==> src/rtl/legv8_multicycle_sequencer.sv <==
// Multi-cycle LEGv8 control sequencer: FETCH/DECODE/EXEC/MEM/WB with req/ack
// memory handshakes, a request watchdog and a retired-instruction counter.
module legv8_multicycle_sequencer #(
  parameter int unsigned TIMEOUT = 16,
  parameter int unsigned CNT_W   = 32
) (
  input  logic             clk,
  input  logic             rst_n,
  input  logic             start,
  input  logic             halt_req,
  input  logic             mem_read,
  input  logic             mem_write,
  input  logic             reg_write,
  input  logic             br_b,
  input  logic             br_bz,
  input  logic             br_bnz,
  input  logic             zero,
  input  logic             imem_ack,
  input  logic             dmem_ack,
  output logic             imem_req,
  output logic             ir_load,
  output logic             id_en,
  output logic             ex_en,
  output logic             dmem_req,
  output logic             dmem_we,
  output logic             rf_we,
  output logic             pc_inc,
  output logic             pc_branch,
  output logic             busy,
  output logic             err,
  output logic [2:0]       state,
  output logic [CNT_W-1:0] instr_count
);

  typedef enum logic [2:0] {
    StIdle   = 3'd0,
    StFetch  = 3'd1,
    StDecode = 3'd2,
    StExec   = 3'd3,
    StMem    = 3'd4,
    StWb     = 3'd5,
    StErr    = 3'd6
  } state_e;

  typedef struct packed {
    logic mem_read;
    logic mem_write;
    logic reg_write;
    logic br_b;
    logic br_bz;
    logic br_bnz;
  } flags_t;

  // Last request cycle index that may still accept an ack.
  localparam logic [7:0]       WaitLast = 8'(TIMEOUT - 1);
  localparam logic [CNT_W-1:0] CntOne   = {{(CNT_W-1){1'b0}}, 1'b1};

  state_e           state_q, state_d;
  flags_t           flags_q, flags_d;
  logic [7:0]       wait_cnt_q, wait_cnt_d;
  logic [CNT_W-1:0] instr_count_q, instr_count_d;
  logic             retire;
  logic             br_taken;

  // State, latched decoder flags, watchdog and retire counter.
  always_ff @(posedge clk or negedge rst_n) begin
    if (!rst_n) begin
      state_q       <= StIdle;
      flags_q       <= '0;
      wait_cnt_q    <= '0;
      instr_count_q <= '0;
    end else begin
      state_q       <= state_d;
      flags_q       <= flags_d;
      wait_cnt_q    <= wait_cnt_d;
      instr_count_q <= instr_count_d;
    end
  end

  assign br_taken = flags_q.br_b | (flags_q.br_bz & zero) | (flags_q.br_bnz & ~zero);

  // Next-state and strobe decode from current state, latched flags and live acks.
  always_comb begin
    state_d       = state_q;
    flags_d       = flags_q;
    // Any state other than a waiting request cycle clears the watchdog, so
    // FETCH and MEM are always entered with a zero count.
    wait_cnt_d    = '0;
    instr_count_d = instr_count_q;
    retire        = 1'b0;
    imem_req      = 1'b0;
    ir_load       = 1'b0;
    id_en         = 1'b0;
    ex_en         = 1'b0;
    dmem_req      = 1'b0;
    dmem_we       = 1'b0;
    rf_we         = 1'b0;
    pc_inc        = 1'b0;
    pc_branch     = 1'b0;

    case (state_q)
      StIdle: begin
        if (start) state_d = StFetch;
      end
      StFetch: begin
        imem_req = 1'b1;
        if (imem_ack) begin
          ir_load = 1'b1;
          state_d = StDecode;
        end else if (wait_cnt_q == WaitLast) begin
          state_d = StErr;
        end else begin
          wait_cnt_d = wait_cnt_q + 8'd1;
        end
      end
      StDecode: begin
        id_en   = 1'b1;
        flags_d = '{mem_read:  mem_read,  mem_write: mem_write, reg_write: reg_write,
                    br_b:      br_b,      br_bz:     br_bz,     br_bnz:    br_bnz};
        state_d = StExec;
      end
      StExec: begin
        ex_en = 1'b1;
        if (br_taken) begin
          pc_branch = 1'b1;
          retire    = 1'b1;
        end else if (flags_q.mem_read || flags_q.mem_write) begin
          state_d = StMem;
        end else if (flags_q.reg_write) begin
          state_d = StWb;
        end else begin
          pc_inc = 1'b1;
          retire = 1'b1;
        end
      end
      StMem: begin
        dmem_req = 1'b1;
        dmem_we  = flags_q.mem_write;
        if (dmem_ack) begin
          if (flags_q.mem_read) begin
            state_d = StWb;
          end else begin
            pc_inc = 1'b1;
            retire = 1'b1;
          end
        end else if (wait_cnt_q == WaitLast) begin
          state_d = StErr;
        end else begin
          wait_cnt_d = wait_cnt_q + 8'd1;
        end
      end
      StWb: begin
        rf_we  = 1'b1;
        pc_inc = 1'b1;
        retire = 1'b1;
      end
      StErr: begin
        state_d = StErr;
      end
      default: begin
        state_d = StIdle;
      end
    endcase

    if (retire) begin
      instr_count_d = instr_count_q + CntOne;
      state_d       = halt_req ? StIdle : StFetch;
    end
  end

  assign busy        = (state_q != StIdle) && (state_q != StErr);
  assign err         = (state_q == StErr);
  assign state       = state_q;
  assign instr_count = instr_count_q;

endmodule

==> config.mk <==
export PLATFORM = sky130hd
export DESIGN_NAME = legv8_multicycle_sequencer
export DESIGN_NICKNAME = d
export VERILOG_FILES = /design/src/rtl/legv8_multicycle_sequencer.sv
export SDC_FILE = /design/constraint.sdc
export NUM_CORES = 1
export LEC_CHECK = 0
export CORE_MARGIN = 2
export CORE_UTILIZATION = 25
export DETAILED_ROUTE_END_ITERATION = 7
export GPL_TIMING_DRIVEN = 0
export PLACE_DENSITY = 0.58
export SETUP_SLACK_MARGIN = 0.5
export SLEW_MARGIN = 20
export SYNTH_ARGS = -nofsm -noshare
export SYNTH_HDL_FRONTEND = slang
export SYNTH_SLANG_ARGS = --single-unit
==> constraint.sdc <==
create_clock -name clk -period 5.3 [get_ports clk]
set_input_delay 0.53 -clock clk [delete_from_list [all_inputs] [get_ports clk]]
set_output_delay 0.53 -clock clk [all_outputs]
set_load 0.03 [all_outputs]
==> reports/results.tsv, run 1 <==
metric	value	unit
ioPinCount	59	
die_w	102	um
cellLeakagePower	0.00133	uW
cp_max_fo	5	
p_int	762	uW
num_antenna_cells	0	
area_delta_synth_final	34.6	%
rows	35	
startpoint	zero	
sequentialPowerShare	0.381	
final_area	0.00323	mm2
critPathKind	input port to output pin	
cts_buffers	5	
peakVddDrop	0.000262	V
clkTransAtPathRegs	90	ps
post-route-min-period	2870	ps
port_buffers	58	
cts.path.max_buffers	2	
p_sw	506	uW
regArea	0.00123	mm2
cts_sinks	49	
design.core.area	0.00928	mm2
power.share.clock	0.179	
n_fill_cell	999	
synth-main-ff-cell	dfrtp_1	
dr.pass1.iters	4	
crit-reg2reg-launch	state[0]$_DFFE_PN0P_	
final_antenna_net_count	0	
slew_headroom	0.569	
grt_first_pass_wirelength	9.22	mm
worstMarginPinSlew	646	ps
multi_input_area	0.00110	mm2
grt_max_degree	50	
grt_pass1_vias	1919	
synth.avg_cell_area	10.7	um2
fmax	349	MHz
ys_warn_count	0	
switching_share	0.399	
dpl.cell_count	411	
drt-initial-drc-count	33	
final_util	0.347	
die_h	102	um
power_density	393	mW/mm2
async_flop_share	1.00	
initial_core_util	0.258	
root_buffer	clkbuf_8	
fin_cells	418	
h-tree-depth	2	
fin_skew	10.8	ps
antenna_found_initial	0	
setup_violations	0	
rsz0062_at_grt	false	
final_nets	304	
period_share	0.541	
synthesis.area	0.00240	mm2
fin_tns_setup	0	ps
status	finished clean	
drive_gt1_frac	0.0969	
grt_usage	0.113	
hold_class	input port to async pin	
cts_tree	yes	
synth_cell_types	37	
clk_latency	300	ps
synth_seq_cells	49	
end_kind	output pin	
crit_required	4770	ps
drc	0	
vias_per_cell	4.39	
dp_hpwl	4.02	mm
place_area	0.00314	mm2
cts_resized	0	
grt-ovfl-total	0	
comb_power_share	0.440	
synth_sequential_area_ratio	0.512	
finalHoldViolations	0	
synth_edf_count	0	
post_cts_buffers	0	
wl_per_cell	13.0	um
finalWeightedCongestion	0.772	
route.final.wire_length	5.42	mm
die_area	0.0104	mm2
synthCells	224	
power	1270	uW
slew_violations	0	
drv_cap	0	
critPathLaunchType	input port	
cts.hold.buffers_added	0	
arrival	2340	ps
via_count	1834	
synth_nets	239	
-- cell usage in the layout, fill, tap and decap left out, types with 2 or more instances in the layout --
master            n
nand2b_1          4
mux2_2            7
buf_6             2
and2_1            4
nand2_1          14
and3_1           12
a31oi_1           3
nand3_1          17
inv_1             8
clkbuf_8          6
or2_2             2
dfrtp_1          49
a21oi_1           2
xnor2_1          29
nor2_1           19
xor2_1            8
ha_1              2
clkdlybuf4s50_1  57
nor3_1           10
nand4_1          13
-- through the flow --
stage	hold WS (ps)	worst slack [ps]
after CTS	275	2430
after floorplan	234	2820
after global routing	305	2400
after global placement	451	2160
after detailed placement	463	2430
final	243	2430
-- cell families after synthesis --
group / count (synthesis) / synth area share
compound gates: 13 / 0.0465
flops: 49 / 0.512
buf+inv: 14 / 0.0292
mux: 7 / 0.0329
fa+ha+maj: 2 / 0.0104
simple gates: 102 / 0.234
xor+xnor: 37 / 0.135
-- power by group through the flow --
stage	combinational (uW)	clock (uW)	sequential, uW
6_report	559	227	483
5_1_grt	602	253	492
4_1_cts	564	236	483
3_5_place_dp	563	0	490
3_3_place_gp	559	0	489
2_1_floorplan	317	0	534
-- cell usage after synthesis, types with 3 or more instances --
| cell type | instances | share of area |
|---|---|---|
| xnor2_1 | 29 | 0.11 |
| dfrtp_1 | 49 | 0.51 |
| nand4_1 | 13 | 0.034 |
| inv_1 | 8 | 0.013 |
| mux2_2 | 7 | 0.033 |
| nand2b_1 | 4 | 0.010 |
| and2_1 | 4 | 0.010 |
| nand3_1 | 17 | 0.036 |
| a31oi_1 | 3 | 0.0078 |
| nor3_1 | 10 | 0.021 |
| nor2_1 | 19 | 0.030 |
| and3_1 | 12 | 0.031 |
| nand2_1 | 14 | 0.022 |
| xor2_1 | 8 | 0.029 |
-- layout make-up --
class                   instances  share of cell area
clock inverters                 1             0.00233
repair buffers                 58               0.179
clock buffers                   6              0.0256
multi-input cells             161               0.341
flip-flops and latches         49               0.380
inverters                       8             0.00931
plain buffers                   6              0.0124
well taps                     129              0.0500
-- worst max-delay path, stage by stage --
cell and delay, ps:
clkdlybuf4s50_1 470, mux2_2 350, o21ai_2 310, inv_1 90, clkdlybuf4s50_1 600
-- per-layer routing --
layer  vias to the layer above  part of all wire  track usage
met5                         -                 0            0
met3                         5             0.039       0.0294
met1                       896              0.47        0.146
met2                        30              0.48        0.188
li1                        903                 -            -
met4                         0            0.0072       0.0308
-- final timing paths --
path	endpoint	slack (ps)	cells after the start
max	pc_branch	2430	5
min	instr_count[25]$_DFFE_PN0P_	240	1
max reg2reg	instr_count[6]$_DFFE_PN0P_	3340	6
min reg2reg	wait_cnt_q[0]$_DFF_PN0_	470	1
max in group asynchronous	flags_q[4]$_DFFE_PN0P_	4620	1
min in group clk	wait_cnt_q[0]$_DFF_PN0_	470	1
-- registers in the layout (all words and copies together), names as in the netlist --
register     flops
state            3
wait_cnt_q       8
flags_q          6
instr_count     32
(Power assumes the default switching activity.)
==> inputs of run 2 (changes only) <==
PLACE_DENSITY = 0.6   (was 0.58)
clock period = 2.39 ns   (was 5.3 ns; I/O delays follow)
==> run 2 against run 1 <==
Compared with the run above: sequential share of layout area is 2.2 points lower; clock power rose to 2.7 times the previous value; register-to-register slack got worse by 2800 ps; power up 140%; non-clock buffer count increased by 13; critical endpoint is now pc_inc; largest cell class unchanged; highest routed layer unchanged.
==> reports/results.tsv, run 2 (synthesized netlist as in run 1, its figures left out) <==
metric	value	unit
die_h	102	um
grt_pass1_vias	1955	
worstHoldPathCells	1	
fmax	509	MHz
area_delta_synth_final	43.3	%
rsz0062_at_grt	true	
slew_violations	0	
cp_cell_sequence	buf_6, and3b_2, nand2_4, o31ai_2, clkbuf_2	
drc	0	
final_nets	317	
final_antenna_net_count	0	
antenna_found_initial	0	
peakVddDrop	0.000464	V
dp_hpwl	4.04	mm
cts_buffers	5	
final_util	0.370	
grt-ovfl-total	0	
h-tree-depth	2	
critPathKind	flop to output pin	
wl_per_cell	12.9	um
die_area	0.0104	mm2
min_from	wait_cnt_q[0]$_DFF_PN0_	
slowest_delay	430	ps
p_sw	1180	uW
finalWeightedCongestion	0.797	
n_fill_cell	942	
status	finished clean	
dr.pass1.iters	4	
reg2reg_slack	490	ps
via_count	1914	
worstMarginPinSlew	633	ps
sequentialPowerShare	0.352	
path_buf_inv	2	
arrival	1730	ps
crit_required	2150	ps
multi_input_area	0.00118	mm2
fin_tns_setup	0	ps
finalHoldViolations	0	
drt-initial-drc-count	54	
startpoint	state[2]$_DFFE_PN0P_	
cellLeakagePower	0.00147	uW
cts.path.max_buffers	2	
r2r-end	instr_count[23]$_DFFE_PN0P_	
drive_gt1_frac	0.208	
root_buffer	clkbuf_8	
final_cell_mix	clkdlybuf4s50_1 (46), dfrtp_1 (45), xnor2_1 (28), nor2_1 (18), nand2_1 (14)	
end_kind	output pin	
r2r_cells	7	
switching_share	0.387	
critPathLaunchType	flop	
grt_first_pass_wirelength	9.15	mm
design.core.area	0.00928	mm2
largest_reg_flops	32	
p_int	1870	uW
clkTransAtPathRegs	90	ps
regArea	0.00123	mm2
period_share	0.822	
power_density	890	mW/mm2
cp_max_fo	5	
final_area	0.00343	mm2
ioPinCount	59	
vias_per_cell	4.43	
num_antenna_cells	0	
grt_max_degree	50	
comb_power_share	0.448	
rows	35	
die_w	102	um
crit-reg2reg-launch	state[2]$_DFFE_PN0P_	
cpMaxStageDelayCell	dfrtp_2	
cts_tree	yes	
setup_violations	0	
initial_core_util	0.258	
port_buffers	58	
cp_top_family	flip-flops	
slew_headroom	0.578	
clk_latency	300	ps
power.share.clock	0.200	
cts_sinks	49	
place_area	0.00315	mm2
route.final.wire_length	5.55	mm
grt_usage	0.112	
post-route-min-period	1960	ps
holdPathEnd	wait_cnt_q[0]$_DFF_PN0_	
fin_skew	4.37	ps
final_common_cell	clkdlybuf4s50_1	
hold_class	flop to flop	
drv_cap	0	
-- run 2: cell types whose count changed in the layout (fill, tap and decap cells not counted), sizes merged, moves of 2 or more --
cell / delta
clkdlybuf4s50: -11
buf: +14
clkdlybuf4s15: +2
dlygate4sd2: +2
clkbuf: +6
-- run 2: worst max-delay path by stage --
stage                                  end  slack [ps]  cells after the start
2_1_floorplan  instr_count[20]$_DFFE_PN0P_         420                      6
3_3_place_gp          state[2]$_DFFE_PN0P_        -670                      1
3_5_place_dp    instr_count[6]$_DFFE_PN0P_          60                      6
4_1_cts                             pc_inc         230                      5
5_1_grt                             pc_inc         380                      5
6_report                            pc_inc         430                      5
-- run 2: routing by layer --
metal  global-route usage  wire [um]  up-vias
li1                     -          -      931
met1                0.142       2530      942
met2                0.193       2810       36
met3               0.0239        177        5
met4               0.0277         44        0
met5                    0          0        -
-- run 2: through the flow --
step           setup slack [ps]  hold WS [ps]  std cells  total power, uW
2_1_floorplan               418         -56.6        224             1910
3_3_place_gp               -667           449        411             2350
3_5_place_dp               55.1           318        411             2350
4_1_cts                     230           471        421             2950
5_1_grt                     377           498        432             3240
6_report                    425           470        432             3060
-- run 2: timing repair --
action | CTS | global route
pin swaps | 1 | 11
buffers inserted | 1 | 9
setup endpoints to repair | 27 | 38
hold buffers | 1 | 0
resized for setup | 25 | 25
hold endpoints to repair | 49 | 0
cloned | 0 | 2
-- run 2: worst register-to-register path: stages (launching register included) --
cell       delay [ps]
dfrtp_2           430
buf_6             130
and3b_2           310
o21ai_4           110
a311oi_4          400
clkbuf_16         220
nand3_2            70
xnor2_1           130
-- run 2: power by group through the flow --
stage | logic, uW | registers [uW] | clock network (uW)
floorplan | 717 | 1190 | 0
global placement | 1260 | 1090 | 0
detailed placement | 1260 | 1090 | 0
CTS | 1240 | 1080 | 637
global route | 1480 | 1100 | 668
finish | 1370 | 1070 | 612
-- run 2: layout make-up --
type                            count  share of cell area
Buffer                              6              0.0135
Clock buffer                        7              0.0251
Clock inverter                      1             0.00874
Inverter                            8             0.00874
Multi-Input combinational cell    161               0.344
Sequential cell                    49               0.358
Tap cell                          129              0.0470
Timing Repair Buffer               71               0.195
